**src/rtl/uart_tx_cfg.sv**
```systemverilog
// uart_tx_cfg: configurable UART transmitter, write FIFO feeding a frame serializer with baud divider
module uart_tx_cfg #(
   parameter int DATA_WIDTH = 8,
   parameter int FIFO_DEPTH = 8,
   parameter int DIV_WIDTH  = 16
) (
   input  logic                        i_clk,
   input  logic                        i_rst,
   input  logic [DIV_WIDTH-1:0]        i_baud_div,
   input  logic [1:0]                  i_parity_mode,
   input  logic                        i_stop_two,
   input  logic                        i_tx_en,
   input  logic                        i_wen,
   input  logic [DATA_WIDTH-1:0]       i_wr_data,
   output logic                        o_tx,
   output logic                        o_tx_busy,
   output logic                        o_tx_done,
   output logic                        o_tx_empty,
   output logic                        o_tx_full,
   output logic [$clog2(FIFO_DEPTH):0] o_tx_count,
   output logic                        o_tx_overflow
);
   localparam int AW = $clog2(FIFO_DEPTH);
   localparam int BW = $clog2(DATA_WIDTH + 1);
   typedef enum logic [2:0] {IDLE, START, DATA, PARITY, STOP} state_t;
   logic [DATA_WIDTH-1:0] r_mem [FIFO_DEPTH];
   logic [AW:0]           r_wptr, r_rptr, r_count;
   logic                  r_empty, r_full, r_ovf;
   state_t                r_state, w_state_nxt;
   logic [DATA_WIDTH-1:0] r_shift, w_shift_nxt, w_head;
   logic                  r_par, w_par_nxt;
   logic [DIV_WIDTH-1:0]  r_div, w_div_nxt, r_baud, w_baud_nxt;
   logic [1:0]            r_pmode, w_pmode_nxt;
   logic                  r_stop2, w_stop2_nxt;
   logic [BW-1:0]         r_bit, w_bit_nxt;
   logic                  r_tx, w_tx_nxt;
   logic                  w_push, w_pop, w_tick, w_done, w_has_par;
   logic [AW:0]           w_wptr_nxt, w_rptr_nxt;

   assign w_push     = i_wen & ~r_full;
   assign w_wptr_nxt = r_wptr + (AW+1)'(w_push);
   assign w_rptr_nxt = r_rptr + (AW+1)'(w_pop);
   assign w_head     = r_mem[r_rptr[AW-1:0]];
   assign w_tick     = (r_baud == r_div);
   assign w_has_par  = (r_pmode == 2'b01) || (r_pmode == 2'b10);

   assign o_tx          = r_tx;
   assign o_tx_busy     = (r_state != IDLE);
   assign o_tx_done     = w_done;
   assign o_tx_empty    = r_empty;
   assign o_tx_full     = r_full;
   assign o_tx_count    = r_count;
   assign o_tx_overflow = r_ovf;

   // FIFO storage; contents need no reset since the pointers define validity
   always_ff @(posedge i_clk) begin
      if (w_push) r_mem[r_wptr[AW-1:0]] <= i_wr_data;
   end

   // FIFO pointers and registered status flags computed from next-state pointers
   always_ff @(posedge i_clk or posedge i_rst) begin
      if (i_rst) begin
         r_wptr  <= '0;
         r_rptr  <= '0;
         r_count <= '0;
         r_empty <= 1'b1;
         r_full  <= 1'b0;
         r_ovf   <= 1'b0;
      end else begin
         r_wptr  <= w_wptr_nxt;
         r_rptr  <= w_rptr_nxt;
         r_count <= w_wptr_nxt - w_rptr_nxt;
         r_empty <= (w_wptr_nxt == w_rptr_nxt);
         r_full  <= (w_wptr_nxt[AW] != w_rptr_nxt[AW]) && (w_wptr_nxt[AW-1:0] == w_rptr_nxt[AW-1:0]);
         r_ovf   <= i_wen & r_full;
      end
   end

   // Serializer registers, including the registered tx pin
   always_ff @(posedge i_clk or posedge i_rst) begin
      if (i_rst) begin
         r_state <= IDLE;
         r_shift <= '0;
         r_par   <= 1'b0;
         r_div   <= '0;
         r_pmode <= 2'b00;
         r_stop2 <= 1'b0;
         r_baud  <= '0;
         r_bit   <= '0;
         r_tx    <= 1'b1;
      end else begin
         r_state <= w_state_nxt;
         r_shift <= w_shift_nxt;
         r_par   <= w_par_nxt;
         r_div   <= w_div_nxt;
         r_pmode <= w_pmode_nxt;
         r_stop2 <= w_stop2_nxt;
         r_baud  <= w_baud_nxt;
         r_bit   <= w_bit_nxt;
         r_tx    <= w_tx_nxt;
      end
   end

   // Frame sequencing; a start (from IDLE or the final stop cycle) pops the FIFO and latches config
   always_comb begin
      w_state_nxt = r_state;
      w_shift_nxt = r_shift;
      w_par_nxt   = r_par;
      w_div_nxt   = r_div;
      w_pmode_nxt = r_pmode;
      w_stop2_nxt = r_stop2;
      w_baud_nxt  = w_tick ? '0 : r_baud + 1'b1;
      w_bit_nxt   = r_bit;
      w_done      = 1'b0;
      w_pop       = 1'b0;
      case (r_state)
         IDLE: begin
            w_baud_nxt = '0;
            w_pop      = i_tx_en & ~r_empty;
         end
         START: if (w_tick) w_state_nxt = DATA;
         DATA: if (w_tick) begin
            w_shift_nxt = r_shift >> 1;
            w_bit_nxt   = r_bit + 1'b1;
            if (r_bit == BW'(DATA_WIDTH - 1)) begin
               w_bit_nxt   = '0;
               w_state_nxt = w_has_par ? PARITY : STOP;
            end
         end
         PARITY: if (w_tick) w_state_nxt = STOP;
         STOP: if (w_tick) begin
            w_bit_nxt = r_bit + 1'b1;
            if (r_bit == BW'(r_stop2)) begin
               w_done      = 1'b1;
               w_bit_nxt   = '0;
               w_state_nxt = IDLE;
               w_pop       = i_tx_en & ~r_empty;
            end
         end
         default: w_state_nxt = IDLE;
      endcase
      if (w_pop) begin
         w_state_nxt = START;
         w_baud_nxt  = '0;
         w_bit_nxt   = '0;
         w_shift_nxt = w_head;
         w_par_nxt   = (^w_head) ^ (i_parity_mode == 2'b10);
         w_div_nxt   = i_baud_div;
         w_pmode_nxt = i_parity_mode;
         w_stop2_nxt = i_stop_two;
      end
      w_tx_nxt = (w_state_nxt == START)  ? 1'b0 :
                 (w_state_nxt == DATA)   ? w_shift_nxt[0] :
                 (w_state_nxt == PARITY) ? w_par_nxt : 1'b1;
   end
endmodule

```
**config.mk**
```make
export PLATFORM = sky130hd
export DESIGN_NAME = uart_tx_cfg
export DESIGN_NICKNAME = d
export VERILOG_FILES = /design/src/rtl/uart_tx_cfg.sv
export SDC_FILE = /design/constraint.sdc
export NUM_CORES = 1
export LEC_CHECK = 0
export CORE_MARGIN = 4
export CORE_UTILIZATION = 60
export DETAILED_ROUTE_END_ITERATION = 12
export HOLD_SLACK_MARGIN = 0.12
export PLACE_DENSITY = 0.81
export SYNTH_ARGS = -nofsm -noshare
export SYNTH_HDL_FRONTEND = slang
export SYNTH_SLANG_ARGS = --single-unit
```
**constraint.sdc**
```tcl
create_clock -name i_clk -period 4.5 [get_ports i_clk]
set_input_delay 1.35 -clock i_clk [delete_from_list [all_inputs] [get_ports i_clk]]
set_output_delay 1.35 -clock i_clk [all_outputs]
set_load 0.01 [all_outputs]
```
Word-level counts from Yosys, hierarchy flattened --
Memories as Yosys holds them, arrays and structs flattened. Cells that the tools add are included.
Cells by class: add/subtract/negate cells 5, multiply operators 0, div/mod/pow operators 0, magnitude comparators 0, equal/unequal tests 18, shift operators 0, muxes and demuxes 33, bitwise logic cells 6, reductions and logical operators 10
Operators by type and width (number):
- 16-bit two-way mux | 3
- 3-bit two-way mux | 8
- 8-bit two-way mux | 3
- 4-bit two-way mux | 5
- 16-bit by 1-bit adder with 16-bit output, second input constant | 1
- 16-bit equality test | 1
- 3-bit one-hot mux with 5 select lines | 1
- 3-bit by 2-bit equality test with 1-bit output, second input constant | 4
- 1-bit two-way mux | 11
- 4-bit by 1-bit adder with 4-bit output | 2
- 4-bit one-hot mux with 2 select lines | 1
- 8-bit XOR reduction | 1
- 3-bit by 1-bit equality test with 1-bit output, second input constant | 2
- 3-bit != test, second input constant | 2
- 3-bit nonzero test | 2
- 4-bit by 1-bit adder with 4-bit output, second input constant | 1
- 2-bit equality test, second input constant | 2
- 4-bit by 1-bit equality test with 1-bit output | 1
- 4-bit by 3-bit equality test with 1-bit output, second input constant | 1
- 4-bit equality test | 1
- 2-bit nonzero test | 2
- 4-bit subtractor | 1
- 1-bit AND | 3
- 3-bit equality test | 1
- other kinds (11) | 12
Storage, ports and cells: bits in registers 67, bits in latches 0, memory bits (writable) 64, ROM bits 0, output and inout bits 10, memories 1
Memory list:
- r_mem | depth 8, width 8, rd ports 1, clocked after memory_dff 0, wr ports 1, line 26 | logic [DATA_WIDTH-1:0] r_mem [FIFO_DEPTH];

Longest topological paths before layout --
Gate-level depths: netlist of run 1.
word-level depth 11, depth in mapped cells 15, depth with buffers taken out 13

Worst setup path after synthesis of run 1 --
Ideal clock, no wire load.
path kind input -> register, start input i_tx_en, end register r_count[3], in the netlist o_tx_count[3], data arrival time 3271 ps, data required time 4368 ps, path slack 1097 ps, stages on the path 11, cell sequence nor2b_1 nand2_1 a21o_1 inv_2 buf_2 ha_1 ha_1 inv_1 maj3_1 maj3_1 xor2_1
Between the ends: longest elaborated chain between the ends 6
RTL lines:
- from (decl) | line 12 | input logic i_tx_en,
- 1-bit AND * | line 119, 137
- 1-bit two-way mux | line 133 | if (r_bit == BW'(r_stop2)) begin
- 1-bit two-way mux | line 131 | STOP: if (w_tick) begin
- 1-bit one-hot mux with 2 select lines * | line 116 | case (r_state)
- 4-bit by 1-bit adder with 4-bit output * | line 42 | assign w_rptr_nxt = r_rptr + (AW+1)'(w_pop);
- named net w_rptr_nxt[1] | line 38 | logic [AW:0] w_wptr_nxt, w_rptr_nxt;
- 4-bit subtractor * | line 72 | r_count <= w_wptr_nxt - w_rptr_nxt;
- to (signal assigned) | line 72
- to (decl) | line 27 | logic [AW:0] r_wptr, r_rptr, r_count;
Mark *: on every way through the listed nets, which the timed path passes. The rest lies on a longest branch. A chain may end at the register's enable or synchronous reset.

Worst setup path after layout of run 1 --
start register r_baud[2], end output o_tx_done
Between the ends: longest elaborated chain between the ends 3
RTL lines:
- from (decl) | line 32 | logic [DIV_WIDTH-1:0] r_div, w_div_nxt, r_baud, w_baud_nxt;
- from (signal assigned) | line 98 | r_baud <= w_baud_nxt;
- 16-bit equality test | line 44 | assign w_tick = (r_baud == r_div);
- 1-bit two-way mux | line 131
- 1-bit two-way mux | line 116
- to (decl) | line 17 | output logic o_tx_done,
Every way passes these cells.

==> results_dict.tcl, run 1 <==
set metrics [dict create \
    status "finished, final reports clean" \
    fillerInstances 594 \
    clock_latency_ns 0.53 \
    tightest_slew_ns 1.03 \
    critPathMaxFanout 12 \
    cap_violations 0 \
    initial_utilization 0.620 \
    cp.required_ns 3.15 \
    grtUsageTotal 0.225 \
    numClockSinks 131 \
    grt_pass1_vias 3810 \
    wl_um 11600 \
    synth_flop_cell "dfrtp_1" \
    clock_path_buffers 2 \
    hp-start "r_par" \
    grt_pass1_wl_um 19100 \
    cts_root_buf "clkbuf_8" \
    numPortBuffers 40 \
    place_area_mm2 0.00628 \
    dpl.cell_count 594 \
    drt_iter0_markers 148 \
    seq_area_frac_synth 0.623 \
    dp_slack_ns 0.772 \
    timing.rr.start "r_baud[2]" \
    hold_path.class "register to register" \
    synth.most_common_cell "nand2_1" \
    antenna_found_initial 0 \
    ys_seq_elements 131 \
    startpoint_type "register" \
    power-per-cell-area_mw_per_mm2 681 \
    p_int_uw 3050 \
    crit_arrival_ns 2.76 \
    ys_warn_count 0 \
    clkTransAtPathRegs_ns 0.07 \
    vias 3515 \
    ant_nets 0 \
    leakagePower_uw 0.00289 \
    hold_buffers 0 \
    fin_crit_sh 0.913 \
    postCtsSetupRepairBufs 0 \
    syn-num-nets 474 \
    skew_ns 0.0134 \
    cts_tree "yes" \
    vias_per_cell 5.62 \
    finalWorstSetupSlack_ns 0.391 \
    async_flop_share 0.511 \
    cp-end-kind "output pin" \
    power_uw 4680 \
    drc_errors 0 \
    grt_max_degree 51 \
    row_count 35 \
    diodes 0 \
    dr.pass1.iters 4 \
    numCtsBuffers 17 \
    synthTopCellsByArea "edfxtp_1 (33%), dfrtp_1 (28%), mux4_1 (6.4%), xor2_1 (5.0%), nand2_1 (4.7%)" \
    maxSlewHeadroom 0.313 \
    fmax_mhz 243 \
    routabilityCongestion 0.858 \
    syn-mean-instance-area_um2 13.3 \
    area_growth_pct 18.9 \
    tns_ns 0 \
    dp_hpwl_um 7250 \
    syn_inst 435 \
    synthTopCellsByCount "nand2_1 (72), dfrtp_1 (65), edfxtp_1 (64)" \
    die_w_um 106 \
    fin_crit_ns 4.11 \
    drive_above_1_share 0.105 \
    synth_top_area_cell "edfxtp_1" \
    synthAdderAreaFrac 0.0208 \
    synth_compound_area_frac 0.0322 \
    p_seq_frac 0.402 \
    synth_edf_count 64 \
    io_pins 41 \
    htreeDepth 4 \
    p_sw_uw 1630 \
    finalMaxSlewViolations 0 \
    fp.dieArea_mm2 0.0113 \
    cts_resized 0 \
    hold_violations 0 \
    peakVddDrop_v 0.000333 \
    synth-simple-area-share 0.130 \
    power_frac_comb 0.308 \
    coreArea_mm2 0.00933 \
    synth_top_area_frac 0.332 \
    synth_top_family_by_area "simple AND/OR/NAND/NOR gates" \
    syn_area_mm2 0.00578 \
    synthMuxAreaShare 0.0924 \
    rsz0062_at_grt "no" \
    stdcell_count 626 \
    synth.distinct_cells 48 \
    setup_viol 0 \
    die_h_um 106 \
    synth_xor_area_frac 0.0755 \
    routedWlPerCell_um 18.6 \
    grt_overflow_total 0 \
    stdcell_area_mm2 0.00688 \
    swShare 0.348 \
    pwr-share-clk 0.290 \
    finalNetCount 523 \
    startpoint "r_baud[2]" \
    path_class "register to output pin" \
]
-- registers in the layout, indices dropped and copies added (netlist names) --
| name | cells |
|---|---|
| r_pmode | 2 |
| r_div | 16 |
| r_state | 3 |
| r_baud | 16 |
| o_tx_full | 1 |
| r_rptr | 4 |
| o_tx_empty | 1 |
| r_mem | 64 |
| r_par | 1 |
| o_tx_overflow | 1 |
| o_tx | 1 |
| r_stop2 | 1 |
| o_tx_count | 4 |
| r_bit | 4 |
| r_shift | 8 |
| r_wptr | 4 |
-- stage by stage --
step,hold WS (ns),util
after global placement,0.477,0.674
after detailed placement,0.480,0.674
after global routing,0.523,0.738
after floorplan,0.455,-
final,0.493,0.738
after CTS,0.494,0.738
-- metal layers --
| layer | GRT usage | share of wire | vias up |
|---|---|---|---|
| met2 | 0.407 | 0.54 | 113 |
| met5 | 0 | 0 | - |
| met4 | 0.0990 | 0.029 | 0 |
| met3 | 0.0540 | 0.048 | 31 |
| li1 | - | - | 1658 |
| met1 | 0.252 | 0.38 | 1713 |
-- worst paths after layout --
kind                       slack (ns)             to  cells past startpoint
setup / recovery                 0.39      o_tx_done                      7
setup reg to reg                 1.25  o_tx_count[3]                     13
hold reg to reg                  0.49          r_par                      2
hold / removal                   0.49          r_par                      2
min in group asynchronous        1.39  o_tx_count[1]                      2
max in group asynchronous        2.28           o_tx                      3
-- critical path, cell delays in order (launching register included) --
cell and delay, ns:
dfrtp_1 0.43, xor2_1 0.18, nor4_1 0.34, nand4_1 0.15
buf_4 0.21, nand2b_1 0.19, nor2_1 0.17, clkdlybuf4s50_1 0.56
-- power groups by stage --
stage	Clock (uW)	Sequential, uW	Combinational (uW)
global route	1440	1920	1570
CTS	1380	1880	1460
global placement	0	1870	1320
floorplan	0	1750	1160
finish	1360	1880	1440
detailed placement	0	1890	1390
-- area by class of cell --
cell class | count | area, um2 | share of cell area
well taps | 129 | 161 | 0.0235
clock buffers | 17 | 414 | 0.0602
clock inverters | 15 | 181 | 0.0264
multi-input cells | 277 | 2030 | 0.295
inverters | 10 | 37.5 | 0.00546
flip-flops and latches | 131 | 3600 | 0.523
repair buffers | 47 | 453 | 0.0658
-- cell usage in the layout, fill, tap and decap left out, types with 3 or more instances in the layout --
cell	netlist	final
edfxtp_1	64	64
nor2_1	39	39
nor4_1	5	5
and3_1	3	3
dfrtp_1	65	65
inv_8	0	6
nand2b_1	7	7
and2_1	3	3
a21oi_1	6	6
o21ai_0	8	8
a221o_1	5	5
nand3_1	9	9
nor2b_1	5	5
ha_1	8	8
mux2i_1	11	11
clkbuf_16	0	16
xor2_1	33	33
nand2_1	72	72
inv_1	9	8
inv_6	0	4
clkdlybuf4s50_1	0	40
xnor2_1	15	15
mux4_1	14	14
buf_4	1	7
nand4_1	6	6
nor3_1	5	5
-- kinds of logic after synthesis --
logic type | after synthesis
flip-flops | 131
multiplexers | 28
buffers and inverters | 27
adder cells (fa/ha/maj) | 10
XOR/XNOR | 49
AO/OA/AOI/OAI | 27
AND/OR/NAND/NOR | 163
No activity file was read; power rests on OpenSTA's default activity.
==> inputs of run 2 (changes only) <==
CORE_MARGIN = not set   (was 4)
GPL_ROUTABILITY_DRIVEN = 0   (was not set)
==> results_dict.tcl, run 2 (synthesized netlist as in run 1, its figures left out) <==
set metrics [dict create \
    status "finished, final reports clean" \
    path_class "register to output pin" \
    tightest_slew_ns 0.969 \
    setup_viol 0 \
    r2r_end "o_tx_count[3]" \
    fin_crit_sh 0.895 \
    htreeDepth 4 \
    critPathMaxFanout 12 \
    die_h_um 100 \
    power_uw 4490 \
    grt_pass1_wl_um 17500 \
    wl_um 10800 \
    ant_nets 0 \
    maxSlewHeadroom 0.352 \
    cp-end-kind "output pin" \
    hp-start "r_par" \
    clkTransAtPathRegs_ns 0.06 \
    cap_violations 0 \
    cts_root_buf "clkbuf_8" \
    most-common-layout-cells "nand2_1 (72), dfrtp_1 (65), edfxtp_1 (64)" \
    diodes 0 \
    rrSetupSlack_ns 1.36 \
    power-per-cell-area_mw_per_mm2 659 \
    drive_above_1_share 0.103 \
    area_growth_pct 17.8 \
    timing.rr.start "r_baud[11]" \
    fillerInstances 606 \
    numPortBuffers 40 \
    cts_tree "yes" \
    grt_max_degree 40 \
    fp.dieArea_mm2 0.0100 \
    grt_pass1_vias 3573 \
    clock_path_buffers 2 \
    dr.pass1.iters 5 \
    grt_overflow_total 0 \
    coreArea_mm2 0.00928 \
    row_count 35 \
    startpoint_type "register" \
    routedWlPerCell_um 17.2 \
    hold_path.class "register to register" \
    vias_per_cell 5.53 \
    finalNetCount 523 \
    die_w_um 100 \
    initial_utilization 0.623 \
    min_path_cells 2 \
    largest_register_ffs 64 \
    fmax_mhz 248 \
    io_pins 41 \
    postCtsSetupRepairBufs 0 \
    skew_ns 0.0135 \
    dp_hpwl_um 7000 \
    grtUsageTotal 0.241 \
    hold_violations 0 \
    drc_errors 0 \
    vias 3463 \
    antenna_found_initial 0 \
    rsz0062_at_grt "no" \
    numClockSinks 131 \
    fin_crit_ns 4.03 \
    finalMaxSlewViolations 0 \
    crit_arrival_ns 2.68 \
    worst_r2r_path_depth 13 \
    leakagePower_uw 0.00287 \
    tns_ns 0 \
    clock_latency_ns 0.53 \
    cts_resized 0 \
    hold_buffers 0 \
    cp.required_ns 3.15 \
    drt_iter0_markers 110 \
    peakVddDrop_v 0.000386 \
    min_to "r_par" \
    layout_commonest_cell "nand2_1" \
    numCtsBuffers 17 \
]
-- run 2: changes by cell type in the layout (fill, tap and decap cells not counted), sizes merged --
cell,change
inv,-2
bufinv,-1
clkinv,+1
clkbuf,+2
-- run 2: worst max path at each step --
stage,cells past startpoint,from,slack (ns),endpoint
floorplan,11,i_tx_en,1.10,o_tx_count[3]
global placement,11,i_tx_en,0.82,o_tx_count[3]
detailed placement,11,i_tx_en,0.78,o_tx_count[3]
CTS,7,r_baud[11],0.42,o_tx_done
global route,7,r_baud[7],0.36,o_tx_done
finish,7,r_baud[11],0.47,o_tx_done
-- run 2: where the power goes --
part	switching [uW]	leakage (uW)	internal, uW	total, uW
combinational	697	0.00118	698	1390
clock	532	0.000265	700	1230
sequential	283	0.00143	1580	1860
total	1510	0.00287	2980	4490
-- run 2: final cells by class --
cell class	instances	area, um2	share of cell area
flip-flops and latches	131	3600	0.528
multi-input cells	277	2030	0.298
repair buffers	47	453	0.0665
clock buffers	19	432	0.0633
well taps	129	161	0.0237
clock inverters	13	98.8	0.0145
inverters	10	37.5	0.00551
-- run 2: metrics by stage --
step | setup slack, ns | util | cells | hold slack [ns] | area [um2]
finish | 0.472 | 0.734 | 626 | 0.493 | 6820
detailed placement | 0.783 | 0.677 | 594 | 0.484 | 6280
floorplan | 1.10 | - | 435 | 0.455 | 5780
CTS | 0.422 | 0.734 | 626 | 0.496 | 6820
global placement | 0.821 | 0.677 | 594 | 0.474 | 6280
global route | 0.359 | 0.734 | 626 | 0.525 | 6820
-- run 2: per-layer routing --
| layer | wire (um) | share of wire | vias to the layer above | GRT usage |
|---|---|---|---|---|
| met2 | 5810 | 0.54 | 71 | 0.407 |
| met3 | 392 | 0.036 | 10 | 0.0815 |
| li1 | - | - | 1650 | - |
| met5 | 0 | 0 | - | 0 |
| met1 | 4450 | 0.41 | 1732 | 0.283 |
| met4 | 120 | 0.011 | 0 | 0.100 |
-- run 2: worst max-delay path: stages, from the launching register on --
cell,delay [ns]
dfrtp_1,0.44
xor2_1,0.17
nor4_1,0.34
nand4_1,0.13
buf_4,0.21
nand2b_1,0.18
nor2_1,0.13
clkdlybuf4s50_1,0.54
==> patch 1 (flow settings as in run 1) <==
The 5 states of `state_t` get a one-hot encoding in 5 bits.
--- a/src/rtl/uart_tx_cfg.sv
+++ b/src/rtl/uart_tx_cfg.sv
@@ -23,5 +23,5 @@
    localparam int AW = $clog2(FIFO_DEPTH);
    localparam int BW = $clog2(DATA_WIDTH + 1);
-   typedef enum logic [2:0] {IDLE, START, DATA, PARITY, STOP} state_t;
+   typedef enum logic [4:0] {IDLE = 5'b00001, START = 5'b00010, DATA = 5'b00100, PARITY = 5'b01000, STOP = 5'b10000} state_t;
    logic [DATA_WIDTH-1:0] r_mem [FIFO_DEPTH];
    logic [AW:0]           r_wptr, r_rptr, r_count;
Formal check against the unedited RTL: no difference found for any inputs over 10 cycles, from zero or initial values and one cycle with i_rst high; not proved beyond that.
==> patch 1 against run 1 <==
Maximum frequency is 5.5% higher. Synthesized area is 1.8% higher. Setup slack better by 0.21 ns. Cell count is 3.5% lower. Routed wire length is 2.9% lower. Final area is 2.2% higher. Sequential share of layout area is 0.40 points lower. Register-to-register slack worse by 0.16 ns. Power is 3.7% higher. Sequential cell count is 2 higher. Largest cell class unchanged. Largest power group unchanged.
==> patch 1: results (changes against run 1) <==
Worst r2r path cells = 14 (was 13)
Overall Global Routing Usage = 0.212 (was 0.225)
Via count = 3446 (was 3515)
Status = finished clean (unchanged)
Most frequent cells after synthesis = dfrtp_1 (66), edfxtp_1 (64), xnor2_1 (31) (was nand2_1 (72), dfrtp_1 (65), edfxtp_1 (64))
Cells after Synth = 406 (was 435)
Max VDD drop = 0.399 mV (was 0.333 mV)
Global-route wire length before repair = 18400 um (was 19100 um)
Via-per-instance ratio = 5.71 (was 5.62)
Cell variety after synth = 50 (was 48)
Ranking of synthesized cells by area = edfxtp_1 (33%), dfrtp_1 (28%), mux4_1 (6.7%) (was edfxtp_1 (33%), dfrtp_1 (28%), mux4_1 (6.4%))
Iteration-0 DRC Markers = 268 (was 148)
Placer congestion estimate = 0.844 (was 0.858)
LEAKAGE = 2.83 nW (was 2.89 nW)
Reg2Reg Setup Slack = 1.09 ns (was 1.25 ns)
Syn nets = 448 (was 474)
Placed cell area = 6450 um2 (was 6280 um2)
Hpwl dp = 7050 um (was 7250 um)
Wirelength per Cell = 18.7 um (was 18.6 um)
Max incr delay on CP = 0.52 ns (was 0.56 ns)
Critical register-to-register path startpoint = r_baud[11] (was r_baud[2])
Number of global-route vias before repair = 3588 (was 3810)
Hold Crit Endpoint = r_shift[1] (was r_par)
Layout cells sized above 1 = 0.154 (was 0.105)
Clock Skew = 0.0120 ns (was 0.0134 ns)
Worst rel slew slack = 0.368 (was 0.313)
Final hold slack = 0.489 ns (was 0.493 ns)
Post-Place Setup Slack = 0.612 ns (was 0.772 ns)
[patch 1: routing by layer]
metal  share of wire  GRT usage  routed length (um)  vias to the layer above
met1            0.41      0.264                4610                     1727
met3           0.049     0.0512                 552                       17
met5               0          0                   0                        -
met4           0.012     0.0594                 135                        0
met2            0.53      0.369                5990                      102
li1                -          -                   -                     1600
[patch 1: cells by family (layout without fill, tap and decap cells)]
| group | Yosys count | after routing | share of synthesized area |
|---|---|---|---|
| compound gates | 30 | 30 | 0.0342 |
| xor+xnor | 46 | 46 | 0.0731 |
| fa+ha+maj | 11 | 11 | 0.0247 |
| buf+inv | 32 | 101 | 0.0257 |
| flops | 133 | 133 | 0.621 |
| mux | 45 | 45 | 0.127 |
| simple gates | 109 | 109 | 0.0944 |
[patch 1: how the worst max path moves through the flow]
stage                                to  startpoint  slack [ns]  cells after the start
final                         o_tx_done  r_baud[11]        0.61                      7
after global routing          o_tx_done   r_baud[3]        0.37                      7
after global placement    o_tx_count[3]     i_tx_en        0.67                     11
after floorplan           o_tx_count[3]     i_tx_en        1.17                     11
after CTS                     o_tx_done  r_baud[11]        0.58                      7
after detailed placement  o_tx_count[3]     i_tx_en        0.61                     11
[patch 1: tightest hold or removal path, cell delays in order (launching register included)]
cell	delay, ns
dfrtp_1	0.34
nand2_1	0.05
o221ai_1	0.06
[patch 1: power by group]
| part | internal, mW | switching, mW |
|---|---|---|
| registers | 1.61 | 0.284 |
| logic | 0.882 | 0.736 |
| clock network | 0.800 | 0.543 |
[patch 1: layout make-up]
cell class              instances  area (um2)
clock inverters                15         166
repair buffers                 49         480
clock buffers                  17         414
fillers                       579        2380
flip-flops and latches        133        3650
well taps                     129         161
multi-input cells             241        2080
inverters                      20        75.1
==> patch 2 (flow settings as in run 1) <==
Without the edit above. `DATA_WIDTH`: 8 -> 16.
--- a/src/rtl/uart_tx_cfg.sv
+++ b/src/rtl/uart_tx_cfg.sv
@@ -1,5 +1,5 @@
 // uart_tx_cfg: configurable UART transmitter, write FIFO feeding a frame serializer with baud divider
 module uart_tx_cfg #(
-   parameter int DATA_WIDTH = 8,
+   parameter int DATA_WIDTH = 16,
    parameter int FIFO_DEPTH = 8,
    parameter int DIV_WIDTH  = 16
Ports: changed (resized i_wr_data); port bits go from 41 to 49. No check against the original RTL was run, so the function may have changed too.
==> patch 2 against run 1 <==
Final area grew 46%. Synthesized area grew 50%. Power increased by 44%. Routed wire length increased by 51%. Combinational power increased by 54%. Clock skew rose by 0.0014 ns. Maximum frequency rose by 0.70%. Via count increased by 40%. Core utilization is 1.8 points lower. Setup slack improved by 0.029 ns. Sequential cell count rose by 73. Global-route usage is essentially flat. Clock power up 28%. Highest routed layer unchanged.
==> patch 2: results (changes against run 1) <==
Reg clk slew, reported paths = 0.06 ns
Max FFs per register = 128 (was 64)
Syn nets = 625 (was 474)
DR pass1 iterations = 5 (was 4)
IO Port Bufs = 48 (was 40)
Global-route wire length before repair = 28600 um (was 19100 um)
Antenna viol nets, final = 0 (unchanged)
Placer congestion estimate = 0.913 (was 0.858)
Status = finished clean (unchanged)
Post-synthesis compound-gate area fraction = 0.0342 (was 0.0322)
Post-synth EDFFs = 128 (was 64)
Critical hold path startpoint = r_wptr[3] (was r_par)
Hpwl dp = 10700 um (was 7250 um)
Post-synthesis xor/xnor area fraction = 0.0637 (was 0.0755)
Sequential area share after synthesis = 0.663 (was 0.623)
Ys Warns = 0 (unchanged)
Dpl cells = 797 (was 594)
LEAKAGE = 3.87 nW (was 2.89 nW)
Antenna Cells = 0 (unchanged)
Post-Synth Adder-Cell Area = 0.0156 (was 0.0208)
Min-Delay Path Class = reg -> reg (unchanged)
Syn Area/Cell = 15.0 um2 (was 13.3 um2)
Crit path from = r_baud[4] (was r_baud[2])
Antenna violations before repair = 0 (unchanged)
Mux share of post-synthesis cell area = 0.108 (was 0.0924)
CP max stage cell = clkdlybuf4s50_1 (unchanged)
Post-synth top flop = edfxtp_1 (was dfrtp_1)
Via-per-instance ratio = 5.89 (was 5.62)
Max VDD drop = 0.413 mV (was 0.333 mV)
Asr flop ratio synth = 0.373 (was 0.511)
Number of global-route vias before repair = 5237 (was 3810)
Crit-path leading delay family = simple AND/OR/NAND/NOR gates (unchanged)
Most frequent cells after synthesis = edfxtp_1 (128), nand2_1 (75), dfrtp_1 (74) (was nand2_1 (72), dfrtp_1 (65), edfxtp_1 (64))
Layout cells sized above 1 = 0.131 (was 0.105)
Overall Global Routing Usage = 0.225 (about the same)
Worst skew pair latency = 0.50 ns (was 0.53 ns)
Worst-case clock buffer depth = 3 (was 2)
Post-CTS Setup Bufs = 0 (unchanged)
Actual slew at the worst max-slew pin = 1.07 ns (was 1.03 ns)
Clock Skew = 0.0148 ns (was 0.0134 ns)
CTS Buf Count = 21 (was 17)
Critical register-to-register path startpoint = r_rptr[0] (was r_baud[2])
Critical path arrival = 2.73 ns (was 2.76 ns)
Largest net degree at the start of global routing = 40 (was 51)
Final Net Count = 689 (was 523)
Placed cell area = 9380 um2 (was 6280 um2)
Via count = 4918 (was 3515)
Post_cts resized = 0 (unchanged)
Wirelength per Cell = 21.0 um (was 18.6 um)
Cell variety after synth = 51 (was 48)
CTS root buffer = clkbuf_16 (was clkbuf_8)
Iteration-0 DRC Markers = 373 (was 148)
H-tree depth = 1 (was 4)
Ranking of synthesized cells by area = edfxtp_1 (44%), dfrtp_1 (21%), mux4_2 (7.0%) (was edfxtp_1 (33%), dfrtp_1 (28%), mux4_1 (6.4%))
Crit Path Max Fanout = 13 (was 12)
Max incr delay on CP = 0.55 ns
-- patch 2: changes by cell type in the layout (fill, tap and decap cells not counted), moves of 6 or more --
cell and change:
inv_8 -6, o21ai_1 +8, mux4_2 +25, buf_4 +8, edfxtp_1 +64, mux4_1 -9
clkbuf_1 +7, clkdlybuf4s50_1 +8, nor2_1 +7, a221o_1 +9, dfrtp_1 +8, xnor2_1 +8
-- patch 2: where the power goes --
group,total (mW),leakage [nW],internal [mW],switching (mW)
logic,2.22,1.41,1.14,1.08
registers,2.77,2.13,2.42,0.344
clock network,1.74,0.328,1.04,0.698
-- patch 2: area by class of cell --
class | count | area [um2]
multi-input cells | 337 | 2730
fillers | 874 | 3920
clock inverters | 10 | 133
flip-flops and latches | 204 | 5750
inverters | 11 | 41.3
repair buffers | 65 | 633
well taps | 180 | 225
clock buffers | 28 | 552
-- patch 2: through the flow --
step | setup slack (ns) | power (mW)
final | 0.420 | 6.73
after global routing | 0.296 | 7.10
after CTS | 0.444 | 6.78
after detailed placement | 0.968 | 4.99
after global placement | 1.02 | 4.90
after floorplan | 1.21 | 4.43
-- patch 2: per-layer routing --
layer | vias up | global-route usage | part of all wire | wire length (um)
li1 | 2233 | - | - | -
met1 | 2499 | 0.299 | 0.40 | 7050
met2 | 144 | 0.381 | 0.52 | 9110
met3 | 42 | 0.0371 | 0.048 | 837
met4 | 0 | 0.0737 | 0.029 | 515
met5 | - | 0 | 0 | 0
-- patch 2: final timing paths --
check	to	slack, ns	cells after the start
hold / removal	r_wptr[3]	0.49	1
max in group asynchronous	o_tx	2.36	3
min in group asynchronous	o_tx_full	1.31	2
setup / recovery	o_tx_done	0.42	7
setup reg to reg	r_par	1.24	8
hold reg to reg	r_wptr[3]	0.49	1
